`config.mk`:
```
export PLATFORM = sky130hd
export DESIGN_NAME = fetch_unit
export DESIGN_NICKNAME = d
export VERILOG_FILES = /design/src/rtl/fetch_unit.sv
export SDC_FILE = /design/constraint.sdc
export NUM_CORES = 1
export LEC_CHECK = 0
export CAP_MARGIN = 10
export CORE_ASPECT_RATIO = 0.7
export CORE_MARGIN = 10
export CORE_UTILIZATION = 37
export CTS_BUF_LIST = sky130_fd_sc_hd__clkbuf_4 sky130_fd_sc_hd__clkbuf_8 sky130_fd_sc_hd__clkbuf_16
export DETAILED_ROUTE_END_ITERATION = 7
export PLACE_DENSITY = 0.69
export SYNTH_ARGS = -nofsm -noshare
export SYNTH_HDL_FRONTEND = slang
export SYNTH_SLANG_ARGS = --single-unit
```
`constraint.sdc`:
```
create_clock -name clk -period 3.8 [get_ports clk]
set_input_delay 0.57 -clock clk [delete_from_list [all_inputs] [get_ports clk]]
set_output_delay 0.57 -clock clk [all_outputs]
set_load 0.005 [all_outputs]
```
`src/rtl/fetch_unit.sv`:
```
// Instruction fetch stage: issues PC requests to a pipelined instruction memory,
// buffers in-order responses in a 2-entry queue and feeds a registered decode slot.
module fetch_unit #(
   parameter int                    DATA_WIDTH = 32,
   parameter logic [DATA_WIDTH-1:0] RESET_PC   = DATA_WIDTH'(32'h0000_0000)
) (
   input  logic                  clk,
   input  logic                  rst_n,
   output logic                  IMemReqA,
   output logic [DATA_WIDTH-1:0] IMemAddrA,
   input  logic                  IMemGntA,
   input  logic                  IMemRValidA,
   input  logic [31:0]           IMemRDataA,
   input  logic                  StallB,
   input  logic                  RedirectE,
   input  logic [DATA_WIDTH-1:0] RedirectPCE,
   output logic [31:0]           InstrB,
   output logic [DATA_WIDTH-1:0] PCB,
   output logic [DATA_WIDTH-1:0] PCPlus4B,
   output logic                  ValidB
);

   localparam logic [31:0]           NOP  = 32'h0000_0013;
   localparam logic [DATA_WIDTH-1:0] FOUR = DATA_WIDTH'(4);

   typedef enum logic {RUN, FLUSH} state_t;

   state_t                  state_reg, state_next;
   logic [DATA_WIDTH-1:0]   pc_reg, pc_next;
   logic [1:0]              outstanding_reg, outstanding_next;
   logic [1:0]              stale_reg, stale_next;
   logic [1:0]              q_count_reg, q_count_next;
   logic                    q_head_reg, q_head_next;
   logic [31:0]             q_instr_reg [2];
   logic [DATA_WIDTH-1:0]   q_pc_reg [2];
   logic [31:0]             instr_reg, instr_next;
   logic [DATA_WIDTH-1:0]   pcb_reg, pcb_next;
   logic [DATA_WIDTH-1:0]   pcplus4_reg, pcplus4_next;
   logic                    valid_reg, valid_next;

   logic                    grant, rsp, accept, load, pop, bypass, push;
   logic                    wr_idx;
   logic [DATA_WIDTH-1:0]   rsp_pc;

   // A response with nothing outstanding (e.g. one that straddled a reset) is ignored.
   assign grant  = IMemReqA & IMemGntA;
   assign rsp    = IMemRValidA & (outstanding_reg != 2'd0);
   // In RUN every outstanding request is live and sequential, ending at pc_reg-4.
   assign rsp_pc = pc_reg - (DATA_WIDTH'(outstanding_reg) << 2);
   assign accept = rsp & (state_reg == RUN) & ~RedirectE;
   assign load   = ~StallB & ~RedirectE;
   assign pop    = load & (q_count_reg != 2'd0);
   assign bypass = load & (q_count_reg == 2'd0) & accept;
   assign push   = accept & ~bypass;
   assign wr_idx = q_head_reg ^ q_count_reg[0];

   assign IMemReqA  = rst_n & (state_reg == RUN) & ~RedirectE &
                      (({1'b0, outstanding_reg} + {1'b0, q_count_reg}) < 3'd2);
   assign IMemAddrA = pc_reg;
   assign InstrB    = instr_reg;
   assign PCB       = pcb_reg;
   assign PCPlus4B  = pcplus4_reg;
   assign ValidB    = valid_reg;

   always_comb begin
      pc_next          = pc_reg;
      outstanding_next = outstanding_reg + {1'b0, grant} - {1'b0, rsp};
      stale_next       = stale_reg;
      q_count_next     = q_count_reg + {1'b0, push} - {1'b0, pop};
      q_head_next      = pop ? ~q_head_reg : q_head_reg;
      instr_next       = instr_reg;
      pcb_next         = pcb_reg;
      pcplus4_next     = pcplus4_reg;
      valid_next       = valid_reg;

      if (RedirectE) begin
         pc_next      = {RedirectPCE[DATA_WIDTH-1:2], 2'b00};
         stale_next   = outstanding_next;
         q_count_next = 2'd0;
         valid_next   = 1'b0;
         instr_next   = NOP;
      end else begin
         if (grant)
            pc_next = pc_reg + FOUR;
         if (state_reg == FLUSH && rsp)
            stale_next = stale_reg - 2'd1;
         if (load) begin
            if (pop) begin
               valid_next   = 1'b1;
               instr_next   = q_instr_reg[q_head_reg];
               pcb_next     = q_pc_reg[q_head_reg];
               pcplus4_next = q_pc_reg[q_head_reg] + FOUR;
            end else if (bypass) begin
               valid_next   = 1'b1;
               instr_next   = IMemRDataA;
               pcb_next     = rsp_pc;
               pcplus4_next = rsp_pc + FOUR;
            end else begin
               valid_next   = 1'b0;
               instr_next   = NOP;
            end
         end
      end
   end

   always_comb begin
      state_next = state_reg;
      case (state_reg)
         RUN:     if (RedirectE && stale_next != 2'd0) state_next = FLUSH;
         FLUSH:   if (stale_next == 2'd0)              state_next = RUN;
         default: state_next = RUN;
      endcase
   end

   always_ff @(posedge clk or negedge rst_n) begin
      if (!rst_n) begin
         state_reg       <= RUN;
         pc_reg          <= RESET_PC;
         outstanding_reg <= 2'd0;
         stale_reg       <= 2'd0;
         q_count_reg     <= 2'd0;
         q_head_reg      <= 1'b0;
         instr_reg       <= NOP;
         pcb_reg         <= '0;
         pcplus4_reg     <= '0;
         valid_reg       <= 1'b0;
         for (int i = 0; i < 2; i++) begin
            q_instr_reg[i] <= NOP;
            q_pc_reg[i]    <= '0;
         end
      end else begin
         state_reg       <= state_next;
         pc_reg          <= pc_next;
         outstanding_reg <= outstanding_next;
         stale_reg       <= stale_next;
         q_count_reg     <= q_count_next;
         q_head_reg      <= q_head_next;
         instr_reg       <= instr_next;
         pcb_reg         <= pcb_next;
         pcplus4_reg     <= pcplus4_next;
         valid_reg       <= valid_next;
         if (push) begin
            q_instr_reg[wr_idx] <= IMemRDataA;
            q_pc_reg[wr_idx]    <= rsp_pc;
         end
      end
   end

endmodule

```
Yosys cells after proc, flatten, opt, wreduce, memory -nomap -nowiden
Index checks and enable logic that the tools add are counted.

cells by class
  add/sub/neg operators = 10
  bitwise operators = 20
  mux-type cells = 30
  $lt $le $gt $ge = 4
  reductions and logical operators = 12

operators with widths
  kind                                                                   count
  32-bit two-way mux                                                     17
  64-bit bitwise mux                                                     2
  32-bit by 3-bit adder with 32-bit output (second input constant)       3
  32-bit demux with 1-bit select                                         1
  32-bit by 4-bit subtractor with 32-bit output                          1
  1-bit AND                                                              12
  2-bit nonzero test                                                     6
  1-bit two-way mux                                                      6
  2-bit two-way mux                                                      3
  1-bit NOT                                                              5
  2-bit by 1-bit adder with 2-bit output                                 2
  2-bit >= comparator (second input constant)                            2
  2-bit logical NOT                                                      2
  1-bit NOT with 2-bit output                                            2
  2-bit by 1-bit subtractor with 2-bit output                            2
  2-bit by 2-bit adder with 3-bit output                                 1
  1-bit logical AND                                                      3
  3-bit by 2-bit < comparator with 1-bit output (second input constant)  1
  3-bit AND reduction                                                    1
  2-bit by 1-bit < comparator with 1-bit output (second input constant)  1
  1-bit case mux with 2 select lines                                     1
  2-bit by 1-bit subtractor with 2-bit output (second input constant)    1
  1-bit XOR                                                              1

word-level totals
  output and inout bits = 130
  word-level logic and storage cells = 90
  register bits = 265
  input bits = 70

Longest topological paths before layout
  depth after elaboration = 12
  depth in mapped cells = 15
  gate-level depth less buffers = 13

Least setup slack after synthesis
OpenSTA, ideal clock, no wires.

  path kind = input -> register
  start = input port RedirectE
  end = register pcplus4_reg[26] (netlist: PCPlus4B[26])
  data arrival time = 3760 ps
  data required time = 3731 ps
  path buffers = 5
  setup time = 69 ps
  slack = -28 ps
  cell stages on the path = 14
  cells stage by stage = clkbuf_1 nor2_4 nand2_1 buf_4 clkbuf_1 clkbuf_1 buf_1 a211oi_1 a21oi_1 ha_1 o211ai_1 or3_4 or4_1 nand3_1

between the ends
  longest elaborated chain between the ends = 6
  elaborated cells on any way between the ends = 9
  classes of those cells = 1 x mux; 6 x bitwise; 2 x reduce/logical

RTL lines
  item                                  line  text
  start, declared                       15    input logic RedirectE,
  1-bit NOT (no source line) *          -
  1-bit AND                             51    assign load = ~StallB & ~RedirectE;
  1-bit AND (2 in a row)                53    assign bypass = load & (q_count_reg == 2'd0) & accept;
  2-bit nonzero test (no source line)   -
  3-bit AND reduction (no source line)  -
  end signal, assigned                  140   pcplus4_reg <= pcplus4_next;
  end, declared                         38    logic [DATA_WIDTH-1:0] pcplus4_reg, pcplus4_next;

Every way passes the cells marked *; elsewhere a longest branch is shown, timed or not.
A chain may end at the register's enable or synchronous reset.

Worst setup path after layout
  start = register pc_reg[6] (netlist: IMemAddrA[6])
  end = register pcplus4_reg[31] (netlist: PCPlus4B[31])

between the ends
  longest elaborated chain between the ends = 4

RTL lines
  item                                           line  text
  start, declared                                29    logic [DATA_WIDTH-1:0] pc_reg, pc_next;
  start signal, assigned                         133   pc_reg <= pc_next;
  32-bit by 4-bit subtractor with 32-bit output  49    assign rsp_pc = pc_reg - (DATA_WIDTH'(outstanding_reg) << 2);
  32-bit by 3-bit adder with 32-bit output       97    pcplus4_next = rsp_pc + FOUR;
  32-bit two-way mux                             93    end else if (bypass) begin
  32-bit two-way mux                             88    if (pop) begin

Every way passes these cells. The select of a mux whose other input is x is not followed.

==> impl_metrics.json <==
{
  "stdcell_count": 1987,
  "antenna_found_initial": 2,
  "r2r-start": "IMemAddrA[6]$_DFFE_PN0N_",
  "synth_cell_type_count": 80,
  "cp_slowest_cell": "dfrtp_1",
  "clk_pin_slew_ns": 0.06,
  "worstPathArrival_ns": 4.05,
  "yosys.area_share.simple_pct": 17.8,
  "met2_usage_pct": 28.4,
  "cp_cell_sequence": "nor3_2 -> nand3_2 -> or4_1 -> a31o_2 -> nand4b_1 -> a2111oi_1 -> buf_4 -> nand4_1 -> a31oi_1",
  "cap_viol_max_count": 0,
  "grt_pass1_wl_mm": 60.9,
  "netlist_area_um2": 13100,
  "clkSinkCount": 255,
  "cts_made_buffers": 28,
  "synth-seq-cells": 255,
  "critPathTopFamily": "simple AND/OR/NAND/NOR gates",
  "core_area_um2": 34800,
  "crit_path_start": "IMemAddrA[6]$_DFFE_PN0N_",
  "drc_errors": 0,
  "r2r-end": "PCPlus4B[31]$_DFFE_PN0P_",
  "dp_cells": 1934,
  "synth_xor_xnor_area_share_pct": 2.60,
  "clock_latency_ns": 0.55,
  "htreeDepth": 1,
  "synth.area.mux_share_pct": 10.7,
  "fill_cells": 3248,
  "layout_commonest_cell": "dfrtp_1",
  "setup.worst_path.end": "PCPlus4B[31]$_DFFE_PN0P_",
  "io_buffers": 191,
  "grt-busiest-layer": "met2",
  "cts_max_path_buffers": 3,
  "die_w_um": 245,
  "overflow": 0,
  "synthAdderAreaFrac_pct": 1.07,
  "required_ns": 4.27,
  "boundaryPins": 200,
  "seq_area_frac_synth_pct": 48.8,
  "use_met3_pct": 3.83,
  "track_usage_pct": 17.1,
  "tightest_slew_ns": 0.919,
  "cp-start-kind": "register",
  "fmax_ghz": 0.279,
  "num_vias": 10800,
  "rsz0062_at_grt": "no",
  "cp_max_fo": 15,
  "cts_tree": "built",
  "firstDrtPassIters": 5,
  "max-vdd-ir-drop_mv": 0.359,
  "drt_wl_total_mm": 37.8,
  "grt_max_degree": 75,
  "hold_violations": 0,
  "skew_ns": 0.00957,
  "drt_iter0_drc": 743,
  "cts_post_setup_buffers_inserted": 0,
  "slew_violations": 0,
  "hpwl_mm": 26.9,
  "hold_class": "register to register",
  "dieArea_um2": 43500,
  "row_count": 57,
  "path_depth": 9,
  "synth-compound-area-share_pct": 14.8,
  "worst-path-buf-inv": 1,
  "setup_tns_ns": 0,
  "powerDensity_nw_per_um2": 680,
  "async_flop_share_pct": 100,
  "r2r_slack_ns": 0.21,
  "nets": 1573,
  "layout_common_cells": "245 x dfrtp_1, 189 x clkdlybuf4s50_1, 153 x nor2_1",
  "ys.flop_type": "dfrtp_1",
  "worstSetupPathType": "register to register",
  "grtUsageMet1_pct": 22.0,
  "status": "completed",
  "first_global_vias": 10900,
  "ant_nets": 0,
  "root_buffer": "clkbuf_16",
  "place_congestion": 0.856,
  "critical_path.endpoint_type": "register",
  "max_stage_delay_ns": 0.54,
  "largest_reg_flops": 64,
  "drive_above_1_share_pct": 17.0,
  "start_util_pct": 37.7,
  "fin_crit_sh_pct": 94.4,
  "period_minus_slack_ns": 3.59,
  "area_growth_pct": 27.2,
  "reg2reg_depth": 9,
  "avgRoutedWirePerCell_um": 19.0,
  "synth.avg_cell_area_um2": 10.0,
  "setup_viol": 0,
  "viasPerCell": 5.44,
  "postSynthCellCount": 1305,
  "synth_top_family_by_area": "simple AND/OR/NAND/NOR gates",
  "relSlewSlack_pct": 38.8,
  "die_h_um": 178,
  "total_leakage_power_nw": 7.00,
  "yosys_warnings": 0,
  "synth_edf_count": 0
}
[worst min path at each step]
stage / startpoint / endpoint / cells past startpoint
6_report: PCB[12]$_DFFE_PN0P_ / PCB[12]$_DFFE_PN0P_ / 2
5_1_grt: PCB[27]$_DFFE_PN0P_ / PCB[27]$_DFFE_PN0P_ / 2
4_1_cts: PCB[12]$_DFFE_PN0P_ / PCB[12]$_DFFE_PN0P_ / 2
3_5_place_dp: PCB[12]$_DFFE_PN0P_ / PCB[12]$_DFFE_PN0P_ / 2
3_3_place_gp: PCB[6]$_DFFE_PN0P_ / PCB[6]$_DFFE_PN0P_ / 2
2_1_floorplan: rst_n / IMemAddrA[10]$_DFFE_PN0N_ / 0
[metrics by stage]
step	setup WS, ns	hold WS [ns]	instance area, µm²	utilization [%]	total power, mW
detailed placement	0.0736	0.460	15700	45.1	8.62
global placement	0.213	0.458	15700	45.1	8.45
CTS	0.0978	0.473	16700	47.9	11.5
global route	0.0284	0.497	16700	47.9	12.1
finish	0.214	0.468	16700	47.9	11.3
floorplan	0.0519	0.274	13100	-	6.78
[routing by layer]
layer | up-vias | part of all wire (%)
met4 | 2 | 2.4
met5 | - | 0.048
met2 | 323 | 48
li1 | 5086 | -
met3 | 51 | 6.1
met1 | 5349 | 43
[tightest hold or removal path, stage by stage, from the launching register on]
cell	delay, ns
dfrtp_1	0.34
nand2_1	0.05
nand2_1	0.05
[what timing repair did]
item	4_1_cts	5_1_grt
hold endpoints to repair	34	0
endpoints found under the setup margin	0	7
hold buffers	1	0
resized for setup	0	4
[cell type report]
class | count | area (µm²) | area share, %
inverter | 21 | 78.8 | 0.473
multi-input combinational | 932 | 6220 | 37.3
tap | 472 | 591 | 3.54
antenna | 1 | 2.50 | 0.0150
clock inverter | 8 | 75.1 | 0.450
timing repair buffer | 255 | 2430 | 14.6
sequential | 255 | 6400 | 38.4
clock buffer | 43 | 881 | 5.28
[Yosys cell counts, drive strengths merged (20+ instances only)]
cell    instances  share of area [%]
xnor2          21                1.4
nand4          21                1.1
buf            38                1.9
nor4           32                2.2
dfrtp         246                 47
a21oi          76                2.9
clkbuf         64                1.8
nand3          31                1.2
a221o          38                2.9
mux2           78                6.7
nand2         119                3.4
mux2i          52                4.0
o21ai          81                3.1
nor2          158                4.6
nor3           20               0.99
inv            21               0.60
[power by group]
| part | switching (mW) | leakage, nW | total [mW] | internal, mW |
|---|---|---|---|---|
| registers | 0.772 | 3.15 | 4.57 | 3.79 |
| logic | 1.88 | 3.36 | 3.98 | 2.10 |
| clock network | 1.12 | 0.487 | 2.79 | 1.66 |
| total | 3.77 | 7.00 | 11.3 | 7.56 |
[kinds of logic (layout without fill, tap and decap cells)]
group	after synthesis	after routing
AOI/OAI and AO/OA	292	292
xor gates and xnor gates	39	39
adders and majority gates	10	10
buffers and inverters	123	327
DFF	255	255
muxes	130	130
other	1	7
and+or+nand+nor	455	455
Note: power is estimated with default switching activity, not from simulation.
